## src/rtl/cpu_pkg.sv

```systemverilog
// Shared definitions for the 16-bit CPU: opcode constants, fetch state encoding
// and default datapath widths used by the fetch stage and control.
package cpu_pkg;

  localparam int DEF_ADDR_W  = 16;
  localparam int DEF_INSTR_W = 16;

  localparam logic [3:0] OP_HALT  = 4'b0000;
  localparam logic [3:0] OP_LOAD  = 4'b1000;
  localparam logic [3:0] OP_STORE = 4'b1001;
  localparam logic [3:0] OP_BEQ   = 4'b1010;
  localparam logic [3:0] OP_BNE   = 4'b1011;
  localparam logic [3:0] OP_JMP   = 4'b1100;
  localparam logic [3:0] OP_TYPEA = 4'b1111;

  typedef enum logic [1:0] {
    FETCH  = 2'd0,
    FULL   = 2'd1,
    DRAIN  = 2'd2,
    HALTED = 2'd3
  } fetch_state_e;

  function automatic logic is_halt(input logic [3:0] op);
    return (op == OP_HALT);
  endfunction

  function automatic logic is_flow_change(input logic [3:0] op);
    return (op == OP_BEQ) || (op == OP_BNE) || (op == OP_JMP);
  endfunction

endpackage

```

## src/rtl/fetch_skid.sv

```systemverilog
// Single-entry holding register for an instruction word and its address, used
// when a memory response arrives while IF/ID is stalled.
module fetch_skid
  import cpu_pkg::*;
#(
  parameter int ADDR_W  = DEF_ADDR_W,
  parameter int INSTR_W = DEF_INSTR_W
) (
  input  logic               clk,
  input  logic               rst,
  input  logic               load,
  input  logic               pop,
  input  logic               clear,
  input  logic [INSTR_W-1:0] load_instr,
  input  logic [ADDR_W-1:0]  load_pc,
  output logic               valid,
  output logic [INSTR_W-1:0] instr,
  output logic [ADDR_W-1:0]  pc
);

  logic               valid_r;
  logic [INSTR_W-1:0] instr_r;
  logic [ADDR_W-1:0]  pc_r;

  // Holding register; clear outranks load so a flush never keeps stale data.
  always_ff @(posedge clk) begin
    if (rst) begin
      valid_r <= 1'b0;
      instr_r <= {INSTR_W{1'b0}};
      pc_r    <= {ADDR_W{1'b0}};
    end else if (clear) begin
      valid_r <= 1'b0;
    end else if (load) begin
      valid_r <= 1'b1;
      instr_r <= load_instr;
      pc_r    <= load_pc;
    end else if (pop) begin
      valid_r <= 1'b0;
    end else begin
      valid_r <= valid_r;
    end
  end

  assign valid = valid_r;
  assign instr = instr_r;
  assign pc    = pc_r;

endmodule

```

## src/rtl/fetch_stage.sv

```systemverilog
// Instruction fetch stage with IF/ID register, single-outstanding memory requests,
// redirect/stall/halt handling. Optional counters: define FETCH_PERF_CNT_EN.
module fetch_stage
  import cpu_pkg::*;
#(
  parameter int                ADDR_W   = DEF_ADDR_W,
  parameter int                INSTR_W  = DEF_INSTR_W,
  parameter logic [ADDR_W-1:0] RESET_PC = 16'h0000
) (
  input  logic               clk,
  input  logic               rst,
  output logic               imemReq,
  output logic [ADDR_W-1:0]  imemAddr,
  input  logic               imemValid,
  input  logic [INSTR_W-1:0] imemData,
  input  logic               stall,
  input  logic               redirect,
  input  logic [ADDR_W-1:0]  redirectPc,
  output logic               ifIdValid,
  output logic [INSTR_W-1:0] ifIdInstr,
  output logic [ADDR_W-1:0]  ifIdPc,
  output logic [3:0]         opcode,
  output logic [1:0]         multiDiv,
  output logic               halted
`ifdef FETCH_PERF_CNT_EN
  ,
  output logic [31:0]        fetchCount,
  output logic [31:0]        flushCount
`endif
);

  fetch_state_e       state_r, state_nxt_s;
  logic [ADDR_W-1:0]  pc_r, pc_nxt_s;
  logic [ADDR_W-1:0]  drain_pc_r, drain_pc_nxt_s;
  logic               if_valid_r, if_valid_nxt_s;
  logic [INSTR_W-1:0] if_instr_r, if_instr_nxt_s;
  logic [ADDR_W-1:0]  if_pc_r, if_pc_nxt_s;

  logic               can_load_s;
  logic               word_loaded_s;
  logic [ADDR_W-1:0]  pc_inc_s;
  logic [ADDR_W-1:0]  redirect_pc_s;

  logic               skid_load_s, skid_pop_s, skid_clear_s;
  logic               skid_valid_s;
  logic [INSTR_W-1:0] skid_instr_s;
  logic [ADDR_W-1:0]  skid_pc_s;

  assign can_load_s    = !if_valid_r || !stall;
  assign pc_inc_s      = pc_r + ADDR_W'(2);
  assign redirect_pc_s = redirectPc & ~ADDR_W'(1);

  fetch_skid #(
    .ADDR_W (ADDR_W),
    .INSTR_W(INSTR_W)
  ) u_skid (
    .clk       (clk),
    .rst       (rst),
    .load      (skid_load_s),
    .pop       (skid_pop_s),
    .clear     (skid_clear_s),
    .load_instr(imemData),
    .load_pc   (pc_r),
    .valid     (skid_valid_s),
    .instr     (skid_instr_s),
    .pc        (skid_pc_s)
  );

  // Next-state, PC and IF/ID update; redirect overrides stall and halt.
  always_comb begin
    state_nxt_s    = state_r;
    pc_nxt_s       = pc_r;
    drain_pc_nxt_s = drain_pc_r;
    if_valid_nxt_s = if_valid_r;
    if_instr_nxt_s = if_instr_r;
    if_pc_nxt_s    = if_pc_r;
    skid_load_s    = 1'b0;
    skid_pop_s     = 1'b0;
    skid_clear_s   = 1'b0;
    word_loaded_s  = 1'b0;

    if (redirect) begin
      pc_nxt_s       = redirect_pc_s;
      if_valid_nxt_s = 1'b0;
      skid_clear_s   = 1'b1;
      case (state_r)
        FETCH: begin
          if (imemValid) begin
            state_nxt_s = FETCH;
          end else begin
            // The old request is still in flight; keep presenting its address.
            state_nxt_s    = DRAIN;
            drain_pc_nxt_s = pc_r;
          end
        end
        DRAIN: begin
          if (imemValid) begin
            state_nxt_s = FETCH;
          end else begin
            state_nxt_s = DRAIN;
          end
        end
        FULL:    state_nxt_s = FETCH;
        HALTED:  state_nxt_s = FETCH;
        default: state_nxt_s = FETCH;
      endcase
    end else begin
      case (state_r)
        FETCH: begin
          if (imemValid) begin
            pc_nxt_s = pc_inc_s;
            if (can_load_s) begin
              if_valid_nxt_s = 1'b1;
              if_instr_nxt_s = imemData;
              if_pc_nxt_s    = pc_r;
              word_loaded_s  = 1'b1;
              if (is_halt(imemData[INSTR_W-1 -: 4])) begin
                state_nxt_s = HALTED;
              end else begin
                state_nxt_s = FETCH;
              end
            end else begin
              skid_load_s = 1'b1;
              state_nxt_s = FULL;
            end
          end else if (!stall) begin
            // Decode consumed the current word and nothing replaces it.
            if_valid_nxt_s = 1'b0;
          end else begin
            if_valid_nxt_s = if_valid_r;
          end
        end
        FULL: begin
          if (!stall && skid_valid_s) begin
            if_valid_nxt_s = 1'b1;
            if_instr_nxt_s = skid_instr_s;
            if_pc_nxt_s    = skid_pc_s;
            skid_pop_s     = 1'b1;
            word_loaded_s  = 1'b1;
            if (is_halt(skid_instr_s[INSTR_W-1 -: 4])) begin
              state_nxt_s = HALTED;
            end else begin
              state_nxt_s = FETCH;
            end
          end else begin
            state_nxt_s = FULL;
          end
        end
        DRAIN: begin
          if (imemValid) begin
            state_nxt_s = FETCH;
          end else begin
            state_nxt_s = DRAIN;
          end
        end
        HALTED: begin
          state_nxt_s = HALTED;
        end
        default: begin
          state_nxt_s = FETCH;
        end
      endcase
    end
  end

  // State, PC and IF/ID registers.
  always_ff @(posedge clk) begin
    if (rst) begin
      state_r    <= FETCH;
      pc_r       <= RESET_PC;
      drain_pc_r <= {ADDR_W{1'b0}};
      if_valid_r <= 1'b0;
      if_instr_r <= {INSTR_W{1'b0}};
      if_pc_r    <= {ADDR_W{1'b0}};
    end else begin
      state_r    <= state_nxt_s;
      pc_r       <= pc_nxt_s;
      drain_pc_r <= drain_pc_nxt_s;
      if_valid_r <= if_valid_nxt_s;
      if_instr_r <= if_instr_nxt_s;
      if_pc_r    <= if_pc_nxt_s;
    end
  end

`ifdef FETCH_PERF_CNT_EN
  // Loaded-instruction and redirect-cycle counters, free-running with wrap.
  always_ff @(posedge clk) begin
    if (rst) begin
      fetchCount <= 32'd0;
      flushCount <= 32'd0;
    end else begin
      fetchCount <= fetchCount + (word_loaded_s ? 32'd1 : 32'd0);
      flushCount <= flushCount + (redirect ? 32'd1 : 32'd0);
    end
  end
`endif

  assign imemReq   = (state_r == FETCH) || (state_r == DRAIN);
  assign imemAddr  = (state_r == DRAIN) ? drain_pc_r : pc_r;
  assign halted    = (state_r == HALTED);
  assign ifIdValid = if_valid_r;
  assign ifIdInstr = if_instr_r;
  assign ifIdPc    = if_pc_r;
  assign opcode    = if_instr_r[INSTR_W-1 -: 4];
  assign multiDiv  = if_instr_r[1:0];

endmodule
```

## config.mk

```make
export PLATFORM = sky130hd
export DESIGN_NAME = fetch_stage
export DESIGN_NICKNAME = d
export VERILOG_FILES = /design/src/rtl/cpu_pkg.sv /design/src/rtl/fetch_skid.sv /design/src/rtl/fetch_stage.sv
export SDC_FILE = /design/constraint.sdc
export NUM_CORES = 1
export LEC_CHECK = 0
export BUFFER_PORTS_ARGS = -buffer_cell sky130_fd_sc_hd__buf_4
export CORE_MARGIN = 2
export CORE_UTILIZATION = 40
export DETAILED_ROUTE_END_ITERATION = 10
export MAX_ROUTING_LAYER = met4
export RECOVER_POWER = 100
export SYNTH_ARGS = -nofsm -noshare
export SYNTH_HDL_FRONTEND = slang
export SYNTH_SLANG_ARGS = --single-unit
```

## constraint.sdc

```tcl
create_clock -name clk -period 2.07 [get_ports clk]
set_input_delay 0.414 -clock clk [delete_from_list [all_inputs] [get_ports clk]]
set_output_delay 0.414 -clock clk [all_outputs]
set_load 0.03 [all_outputs]
```

== Yosys cells after proc, flatten, opt, wreduce, memory -nomap -nowiden ==
Index checks and enable logic that the tools add are counted.
Operators by class
  add/subtract/negate cells: 1
  equality and inequality tests: 9
  muxes and demuxes: 36
  bitwise logic cells: 3
  reductions and logical operators: 22
Operators with widths (number)
  $mux 16: 10
  $pmux 16 s2: 2
  $add 16x2->16 const B: 1
  $mux 1: 14
  $mux 2: 7
  $ne 3x3->1 const B: 3
  $logic_not 4->1: 2
  $pmux 2 s4: 1
  $reduce_bool 2->1: 4
  $reduce_or 2->1: 4
  $ne 2x2->1 const B: 3
  $reduce_and 2->1: 3
  $reduce_and 5->1: 1
  $eq 2x2->1 const B: 2
  $pmux 2 s2: 1
  $reduce_and 4->1: 1
  $not 1->1: 3
  $reduce_and 3->1: 1
  $eq 2x1->1 const B: 1
  $logic_not 1->1: 2
  $logic_not 2->1: 1
  $logic_or 1x1->1: 2
  $pmux 1 s2: 1
  $logic_and 1x1->1: 1
Word-level totals
  flip-flop bits (word level): 100
  input bits: 37
  output and inout bits: 57
  word-level logic and storage cells: 81

== Longest topological paths before layout ==
Gate-level depths: netlist of the first run.
  depth after elaboration: 7
  gate-level depth with buffers: 7
  gate-level depth less buffers: 5

== Cells and area by module ==
From an unflattened synthesis of the first run, not the netlist that was laid out.
Second synthesis, totals
  cell total of the unflattened synthesis: 539
  area total of the unflattened synthesis: 4926.0 um^2
By module, submodules not included
  fetch_stage: instances 1, cells an instance 390, area an instance 3425.8 um^2, sequential area each 1301.2 um^2
  fetch_skid: instances 1, cells an instance 149, area an instance 1500.2 um^2, sequential area each 660.6 um^2

== Worst setup path before layout of the first run ==
OpenSTA, ideal clock, no wires.
  path kind: flip-flop to output port
  start point: reg state_r[1]
  end point: out imemAddr[10]
  arrival time: 1.612 ns
  required time: 1.656 ns
  setup slack: 0.044 ns
  cell stages (with the launch flop): 6
  path buffers: 2
  cells stage by stage: dfxtp_1 buf_2 inv_1 nor2_1 buf_2 mux2_2
On the way
  longest elaborated chain between the ends: 2
Ends and longest elaborated chain
  start, declared: RTL line fetch_stage.sv:32  | fetch_state_e state_r, state_nxt_s;
  start signal, assigned: RTL line fetch_stage.sv:176  | state_r <= state_nxt_s;
  $eq 2x2->1: RTL line fetch_stage.sv:199  | assign imemAddr = (state_r == DRAIN) ? drain_pc_r : pc_r;
  $mux 16: RTL line fetch_stage.sv:199
  end, declared: RTL line fetch_stage.sv:13  | output logic [ADDR_W-1:0] imemAddr,
Every way passes these cells.

== Worst setup path in the final report of the first run ==
  start point: reg state_r[0]
  end point: out imemAddr[6]
The elaborated chain is that of the path after synthesis.

==> flow_summary.toml, run 1 <==
[run_status]
run_status = "finished clean"

[synthesis]
syn_area_per_cell_um2 = 8.46
ys_top_cells_by_area = "dfxtp_1, a21oi_1, nand2_1"
netlist.area_leader.share = 0.436
synthAdderAreaFrac = 0.00284
syn_area_mm2 = 0.00441
synthMuxAreaShare = 0.104
synth_simple_gate_area_share = 0.174
synth_top_family_by_area = "compound AO/OA/AOI/OAI gates"
postSynthCellCount = 521
synthXorXnorAreaFrac = 0.0239
synth.distinct_cells = 42
yosysSeqAreaShare = 0.436
synth.ff_latch_count = 96
synth_compound_gate_area_share = 0.185
synth_ff_type = "dfxtp_1"
synth_warnings = 0
synth_edf_count = 0
synth-async-reset-ratio = 0
post-synth-top-area-cell = "dfxtp_1"

[setup_path]
critical_path.max_fanout = 17
crit_path_end_kind = "output pin"
start_kind = "register"
crit_start = "state_r[0]"
rr_startpoint = "state_r[1]"
worst-endpoint-arrival_ns = 1.58
criticalPathCategory = "reg2out"
worstPathRequired_ns = 1.66

[timing]
worstMarginPinSlew_ns = 0.613
layout_setup_ws_ns = 0.0717
slew_headroom = 0.591
skew_ns = 0.0161
fin_tns_setup_ns = 0
min_period_ns = 2.00
fmax_mhz = 500
slew_viol_final = 0
hold_violations = 0
min_period_over_period = 0.965
setup_viol = 0
rsz0062_at_grt = "no"

[floorplanning]
pin_count = 94
coreArea_mm2 = 0.0108
die_x_um = 109
die-height_um = 109
dieArea_mm2 = 0.0119
rows = 38
start_util = 0.408

[cts]
postCtsHoldBufs = 0
cts_root_buf = "clkbuf_8"
clk_latency_ns = 0.37
clockBufferDepth = 2
htree_levels = 3
cts_tree = "done"
cts_num_sinks = 96
cts_setup_buffers = 0
numCtsBuffers = 9
clk_pin_slew_ns = 0.11

[detailed_routing]
ant_nets = 0
drt-pass1-iter-count = 4
wirelength_mm = 11.4
routed_via_density = 5.29
drc = 0
wl_per_cell_um = 15.6
vias = 3883
first_iter_violations = 165

[placement]
dpl.hpwl_mm = 7.76
portBuffers = 90
gp_congestion = 0.810
dp.cells = 718
dpl_worst_slack_ns = 0.171

[grt]
grtUsageTotal = 0.203
antenna_found_initial = 0
grt_pass1_vias = 3619
grt_max_degree = 55
overflow = 0
grt_pass1_wl_mm = 18.2

[hold_path]
hp-start = "imemData[3]"
hold_class = "in2reg"

[power]
pwr-share-comb = 0.182
power.density_mw_per_mm2 = 735
p_int_w = 0.00264
seqPwrFrac = 0.515
switching_power_w = 0.00121
leakagePower_nw = 1.78
p_sw_frac = 0.315
p_clk_frac = 0.303
ir_worst_vdd_uv = 400

[final_layout]
multiInputGateArea_mm2 = 0.00218
instances_no_fill = 734
seq_area_mm2 = 0.00192
area_growth_pct = 19.1
final.fill_count = 1065
diodes = 0
drive_gt1_frac = 0.195
fin_nets = 627
final_cell_mix = "nand2_1, dfxtp_1, a21oi_1"
final_common_cell = "nand2_1"

[run]
drv_cap = 0
-- synth_stat cells (4+ instances only) --
library cell and count:
a211oi_1 40, a21oi_1 84, buf_2 20, buf_4 8, buf_6 4, clkbuf_1 25, dfxtp_1 96, inv_1 4
mux2_2 15, mux2i_1 29, nand2_1 107, nor2_1 21, nor3_1 6, nor4_1 5, o21ai_0 4, xnor2_1 12
-- logic make-up after synthesis --
group / Yosys count
AND/OR/NAND/NOR: 167
AO/OA/AOI/OAI: 137
flip-flops: 96
buffers and inverters: 63
multiplexers: 44
XOR/XNOR: 12
adder cells (fa/ha/maj): 1
other: 1
-- metal layers --
metal / track usage / vias to the layer above / routed length (um)
met3: 0.0347 / 8 / 582
met1: 0.272 / 1827 / 5490
met4: 0.0723 / 0 / 139
met2: 0.308 / 110 / 5230
li1: - / 1938 / -
met5: - / - / 0
-- final timing paths --
check	to	slack (ns)	cells after the start
worst max-delay path	imemAddr[6]	0.07	4
worst min-delay path	u_skid.instr[3]	0.29	3
worst max register to register	u_skid.pc[12]	0.16	6
worst min register to register	u_skid.instr[10]	0.46	2
-- power groups by stage --
stage	Clock [W]	Combinational, W	Sequential, W
floorplan	0	0.000388	0.00210
global placement	0	0.000743	0.00202
detailed placement	0	0.000750	0.00203
CTS	0.00122	0.000752	0.00199
global route	0.00128	0.000760	0.00200
finish	0.00117	0.000702	0.00198
-- flip-flops by register name (all words and copies together) (netlist names), 2 cells and up --
| register | flops |
|---|---|
| u_skid.pc | 15 |
| drain_pc_r | 15 |
| pc_r | 15 |
| u_skid.instr | 16 |
| ifIdInstr | 16 |
| state_r | 2 |
| ifIdPc | 15 |
-- worst max-delay path, cell delays in order, from the launching register on --
cell,delay [ns]
dfxtp_1,0.37
nor2_4,0.14
buf_12,0.16
mux2_2,0.36
buf_4,0.17
-- cell type report --
class / instances / share of cell area
well taps: 140 / 0.0334
repair buffers: 114 / 0.147
inverters: 5 / 0.00358
clock buffers: 9 / 0.0236
flip-flops and latches: 96 / 0.366
multi-input cells: 363 / 0.415
clock inverters: 7 / 0.0114
-- stage by stage --
step | hold slack [ns] | utilization | total power [W] | cell area [um2]
floorplan | 0.433 | - | 0.00248 | 4410
global placement | 0.438 | 0.485 | 0.00277 | 5240
detailed placement | 0.446 | 0.485 | 0.00278 | 5240
CTS | 0.271 | 0.502 | 0.00395 | 5420
global route | 0.272 | 0.486 | 0.00404 | 5250
finish | 0.289 | 0.486 | 0.00386 | 5250
-- repair_timing --
item	CTS	global route
pin swaps	1	0
endpoints found under the hold margin	0	0
gates resized for setup	2	3
setup endpoints to repair	13	13
No activity file was read; power rests on OpenSTA's default activity.
==> inputs of run 2 (changes only) <==
Settings changed: CORE_UTILIZATION 40 to 45, PLACE_DENSITY set to 0.7.
==> run 2 against run 1 <==
  * Critical path depth grew 2
  * Wire length about the same
  * Fmax fell by 3.5%
  * Global-route usage is 1.8 points higher
  * Utilization grew 7.5 points
  * Largest power group unchanged
  * Count of clock-buffer cells in the layout is the same
  * Clock power barely moved
  * Sequential share of layout area down 1.0 points
==> flow_summary.toml, run 2 (synthesis gave the netlist of run 1 again) <==
[floorplanning]
rows = 36
pin_count = 94
coreArea_mm2 = 0.00964
die_x_um = 103
dieArea_mm2 = 0.0106
start_util = 0.457
die-height_um = 103

[detailed_routing]
wl_met1_mm = 5.30
wirelength_mm = 11.4
first_iter_violations = 222
route.met2.wl_mm = 5.47
drc = 0
vias = 3926
drt-pass1-iter-count = 4
wl_per_cell_um = 15.7
ant_nets = 0
routed_via_density = 5.39
wl_met3_um = 518
top_layer = "met4"

[final_layout]
final_common_cell = "nand2_1"
drive_gt1_frac = 0.205
post-route-util = 0.561
area_growth_pct = 22.8
diodes = 0
fin_nets = 629
final_cell_mix = "nand2_1, dfxtp_1, a21oi_1"
final.fill_count = 934

[cts]
clk_latency_ns = 0.38
cts_root_buf = "clkbuf_8"
cts_num_sinks = 96
cts_tree = "done"
htree_levels = 3
numCtsBuffers = 9
clk_pin_slew_ns = 0.11
clockBufferDepth = 2

[timing]
min_period_ns = 2.07
fmax_mhz = 483
worstMarginPinSlew_ns = 0.694
fin_tns_setup_ns = 0
setup_viol = 0
layout_setup_ws_ns = 0.000141
slew_viol_final = 0
hold_ws_ns = 0.281
rsz0062_at_grt = "yes"
min_period_over_period = 1.00
skew_ns = 0.0176
hold_violations = 0
slew_headroom = 0.537

[setup_path]
criticalPathCategory = "reg2out"
critPathMaxStageDelay_ns = 0.38
crit_path_end_kind = "output pin"
worstPathRequired_ns = 1.66
cp_common_cell = "buf_6"
path_cells = "inv_4 > nor2_4 > buf_6 > buf_16 > mux2_4 > buf_6"
crit_family = "buffers and inverters"
critical_path.max_fanout = 4
worst-endpoint-arrival_ns = 1.66
slowest_stage = "dfxtp_4"
start_kind = "register"
cp_num_buf_inv = 4

[power]
seqPwrFrac = 0.508
switching_power_w = 0.00124
ir_worst_vdd_uv = 423
p_int_w = 0.00267
p_sw_frac = 0.318
power_w = 0.00392
pwr-share-comb = 0.188
leakagePower_nw = 1.87
p_clk_frac = 0.304
power.density_mw_per_mm2 = 724

[placement]
dpl.hpwl_mm = 7.40
portBuffers = 90
dpl_worst_slack_ns = 0.167
gp_congestion = 0.897

[grt]
overflow = 0
grtUsageTotal = 0.221
antenna_found_initial = 0
grt_pass1_wl_mm = 17.8
grt_pass1_vias = 3449
grt_max_degree = 76

[run_status]
run_status = "finished clean"

[run]
drv_cap = 0

[hold_path]
hold_class = "in2reg"
[run 2: changes by cell type in the layout (fill, tap and decap cells not counted), moves of 3 or more]
| cell | delta |
|---|---|
| nor4_4 | +3 |
| nor4_2 | -3 |
| mux2_2 | -12 |
| buf_4 | -10 |
| mux2_4 | +12 |
| buf_6 | +16 |
[run 2: area by class of cell]
type	count	area, um2	share of cell area
well taps	133	166	0.0308
inverters	5	21.3	0.00393
repair buffers	116	848	0.157
multi-input cells	363	2260	0.418
clock buffers	9	124	0.0229
flip-flops and latches	96	1930	0.356
clock inverters	7	62.6	0.0116
[run 2: worst register-to-register path, cell delays in order, from the launching register on]
cell and delay (ns):
dfxtp_4 0.37, buf_4 0.13, buf_4 0.14, or3b_1 0.45
or3_1 0.36, buf_4 0.24, nand2_1 0.14, a21oi_1 0.08
[run 2: power groups by stage]
stage	Sequential, W	Clock [W]	Combinational [W]
6_report	0.00199	0.00119	0.000737
5_1_grt	0.00200	0.00129	0.000792
4_1_cts	0.00199	0.00121	0.000755
3_5_place_dp	0.00203	0	0.000725
3_3_place_gp	0.00203	0	0.000719
2_1_floorplan	0.00210	0	0.000388
[run 2: timing repair]
item / in CTS / in global routing
endpoints found under the setup margin: 15 / 13
gates cloned: 2 / 0
setup buffers: 3 / 2
hold buffers: 0 / 0
hold endpoints to repair: 0 / 0
pin swaps: 1 / 1
resized for setup: 8 / 32
[run 2: final timing paths]
check	cells past startpoint	to	startpoint	slack (ns)
setup / recovery	6	imemAddr[10]	state_r[1]	0.0001
hold / removal	3	u_skid.instr[7]	imemData[7]	0.28
setup reg to reg	7	u_skid.pc[14]	state_r[1]	0.05
hold reg to reg	2	u_skid.pc[1]	u_skid.pc[1]	0.46
[run 2: stage by stage]
| step | instances | area, um2 |
|---|---|---|
| 6_report | 729 | 5410 |
| 5_1_grt | 729 | 5410 |
| 4_1_cts | 729 | 5480 |
| 3_5_place_dp | 708 | 5190 |
| 3_3_place_gp | 708 | 5190 |
| 2_1_floorplan | 522 | 4410 |
[run 2: routing by layer]
layer / GRT usage / vias up
li1: - / 1945
met1: 0.293 / 1854
met2: 0.340 / 113
met3: 0.0373 / 14
met4: 0.0800 / 0
met5: - / -
